--- src/rtl/condition_handler.sv ---
// Branch-condition evaluator: registered taken (J) and delay-slot nullify (n_out) decision.
// Optional feature macro: CH_NULLIFY_EN drives n_out; when it is undefined, n_out stays 0.
module condition_handler (
  input  logic       clk,
  input  logic       rst_n,
  input  logic       BL,
  input  logic       COMB,
  input  logic       COMB_TF,
  input  logic       n_in,
  input  logic [2:0] C,
  input  logic [3:0] ACC,
  output logic       J,
  output logic       n_out
);

  // Condition codes, named after the assembler mnemonics
  typedef enum logic [2:0] {
    CondNever = 3'b000,
    CondEq    = 3'b001,
    CondLt    = 3'b010,
    CondLe    = 3'b011,
    CondLtu   = 3'b100,
    CondLeu   = 3'b101,
    CondSv    = 3'b110,
    CondOd    = 3'b111
  } cond_e;

  logic flag_z, flag_n, flag_c, flag_x;
  logic cond_true;
  logic j_nxt;
  logic n_nxt;

  assign flag_z = ACC[3];
  assign flag_n = ACC[2];
  assign flag_c = ACC[1];
  assign flag_x = ACC[0];

  always_comb begin
    cond_true = 1'b0;
    unique case (cond_e'(C))
      CondNever: cond_true = 1'b0;
      CondEq:    cond_true = flag_z;
      CondLt:    cond_true = flag_n ^ flag_x;
      CondLe:    cond_true = (flag_n ^ flag_x) | flag_z;
      CondLtu:   cond_true = ~flag_c;
      CondLeu:   cond_true = ~flag_c | flag_z;
      CondSv:    cond_true = flag_x;
      CondOd:    cond_true = flag_x;
      default:   cond_true = 1'b0;
    endcase
  end

  // Priority chain keeps C/ACC out of the result when no branch is decoding,
  // so unknown flags cannot reach J.
  always_comb begin
    j_nxt = 1'b0;
    if (BL) begin
      j_nxt = 1'b1;
    end else if (COMB) begin
      j_nxt = cond_true ^ COMB_TF;
    end
  end

`ifdef CH_NULLIFY_EN
  assign n_nxt = n_in & j_nxt;
`else
  logic unused_n_in;
  assign unused_n_in = n_in;
  assign n_nxt       = 1'b0;
`endif

  always_ff @(posedge clk) begin
    if (!rst_n) begin
      J     <= 1'b0;
      n_out <= 1'b0;
    end else begin
      J     <= j_nxt;
      n_out <= n_nxt;
    end
  end

endmodule

--- config.mk ---
export PLATFORM = sky130hd
export DESIGN_NAME = condition_handler
export DESIGN_NICKNAME = d
export VERILOG_FILES = /design/src/rtl/condition_handler.sv
export SDC_FILE = /design/constraint.sdc
export NUM_CORES = 1
export LEC_CHECK = 0
export ABC_AREA = 1
export CAP_MARGIN = 20
export CORE_AREA = 2 2 39 41
export CTS_CLUSTER_SIZE = 28
export DETAILED_ROUTE_END_ITERATION = 6
export DIE_AREA = 0 0 41 43
export PLACE_DENSITY = 0.44
export SLEW_MARGIN = 5
export SYNTH_ARGS = -nofsm -noshare
export SYNTH_HDL_FRONTEND = slang
export SYNTH_SLANG_ARGS = --single-unit
--- constraint.sdc ---
create_clock -name clk -period 1.6 [get_ports clk]
set_clock_uncertainty 0.1 [all_clocks]
set_input_delay 0.32 -clock clk [delete_from_list [all_inputs] [get_ports clk]]
set_output_delay 0.32 -clock clk [all_outputs]
set_load 0.1 [all_outputs]
==> flow_summary.ini, run 1 <==
[power_and_ir_drop]
p_leak_uw = 0.000157
vdd_ir_drop_max_mv = 0.0984
total_power_uw = 108
powerDensity_mw_per_mm2 = 390

[die]
core-area_sq_mm = 0.00138
rows = 14
die_area_sq_mm = 0.00176
pin_count = 15
start_util_pct = 9.22
die_h_um = 43
die_x_um = 41

[placement]
io_buffers = 12
place.gp.congestion = 0.577
post-dp-hpwl_um = 267

[sta]
max_freq_mhz = 681
period_minus_slack_ns = 1.47
slew_violations = 0
finalCritPeriodShare_pct = 91.7
setup_tns_ns = 0
finalSetupViolCount = 0
finalHoldViolations = 0
hold-worst-slack_ns = 0.687
rsz0062_at_grt = no

[global_route]
grt_max_degree = 3
antenna_found_initial = 0
grt_use_total_pct = 3.20
overflow = 0
grt_pass1_wl_um = 420
grt_pass1_vias = 121

[hold_path]
min_path_type = reg -> out

[critical_path]
crit_family = buffers and inverters
crit_fanout = 2
cp.arrival_ns = 1.30
start_kind = primary input
path_cells = clkdlybuf4s50_1 -> o21bai_2 -> nand2_1 -> nand2_2 -> nand3_1 -> nand3_2 -> a21oi_2
crit_path_top_delay_cell = clkdlybuf4s50_1
cp_data_required_time_ns = 1.43
endpoint_kind = register
critPathKind = in -> reg
critPathMaxStageDelay_ns = 0.41
worstPathBufferInverterCount = 1

[clock_network]
hold_buffers = 0
post_cts_resized = 0
postCtsSetupRepairBufs = 0
clkTransAtPathRegs_ns = 0

[cells_and_area]
reg.largest.list = J (1)
largest_reg_flops = 1
top_register = J
fillers = 157
drive_above_1_share_pct = 18.2
syn2layout_area_growth_pct = 118
fin_nets = 48
diodes = 0

[run]
cap_violations = 0

[detailed_routing]
drt_iter0_drc = 0
route.detailed.drc = 0
final_antenna_net_count = 0
first_pass_iters = 1
route.vias.total = 152
avgRoutedWirePerCell_um = 5.65
drt_wl_total_um = 277
drt-vias-per-instance = 3.10

[synthesis]
syn_area_sq_um = 128
synth-edff-count = 0
yosysTopAreaCell = inv_1
seq_area_frac_synth_pct = 15.7
synthDistinctLibCells = 10
synth_area_leaders = inv_1 18%, nand2_1 18%, dfxtp_1 16%, nand3_1 12%, o21bai_2 8.8%
async_reset_ff_share_pct = 0
syn-num-nets = 35
postSynthCellCount = 22
syn_area_per_cell_sq_um = 5.80
yosysTopAreaCellShare_pct = 17.6
yosys_most_used_dff = dfxtp_1
synth-seq-cells = 1
yosys_warnings = 0
synth_top_cells_by_count = 6 x inv_1, 6 x nand2_1, 3 x nand3_1

[status]
status = finished clean
==> cell usage in the layout, fill, tap and decap left out <==
master	Yosys	final
nand3_2	1	1
dfxtp_1	1	1
clkdlybuf4s50_1	0	8
o21bai_2	1	1
dlymetal6s2s_1	0	3
nand2_1	6	6
buf_12	0	1
inv_2	0	1
conb_1	1	1
a21oi_2	1	1
inv_1	6	5
nand3_1	3	3
nand2_2	1	1
==> metrics by stage <==
| step | area, sq um | setup slack, ns | std cells | utilization, % |
|---|---|---|---|---|
| 6_report | 278 | 0.132 | 49 | 20.1 |
| 4_1_cts | 270 | 0.0507 | 49 | 19.5 |
| 3_3_place_gp | 270 | 0.0628 | 49 | 19.5 |
| 3_5_place_dp | 270 | 0.0447 | 49 | 19.5 |
| 2_1_floorplan | 128 | 0.271 | 22 | - |
| 5_1_grt | 278 | 0.0188 | 49 | 20.1 |
==> cells by family after synthesis <==
group,synth area share (%)
other,2.94
AOI/OAI and AO/OA,15.7
and+or+nand+nor,42.2
buffers and inverters,23.5
DFF,15.7
==> path summary, 6_finish.rpt <==
kind	start	endpoint	slack, ns	cells after the start
max	C[1]	J	0.13	7
min	J	J	0.69	1
==> routing by layer <==
| layer | vias to the layer above | track usage [%] | share of wire [%] |
|---|---|---|---|
| li1 | 86 | - | - |
| met1 | 59 | 3.49 | 31 |
| met2 | 7 | 6.25 | 54 |
| met3 | 0 | 0.524 | 14 |
| met4 | 0 | 0 | 0 |
| met5 | - | 0 | 0 |
==> final cells by class <==
cell class,count,area (sq um),area share [%]
tap,16,20.0,7.21
inverter,6,22.5,8.11
multi-input combinational,14,77.6,27.9
sequential,1,20.0,7.21
timing repair buffer,12,138,49.5
==> power by group <==
part           internal (uW)  switching [uW]
registers               27.4            1.44
logic                   38.3            41.2
clock network              0               0
(Power assumes the default switching activity.)
==> run 2: changes to the inputs <==
Settings changed: TNS_END_PERCENT set to 10.
==> results of run 2 <==
The final DEF is identical to that of run 1; final timing and power are the same.
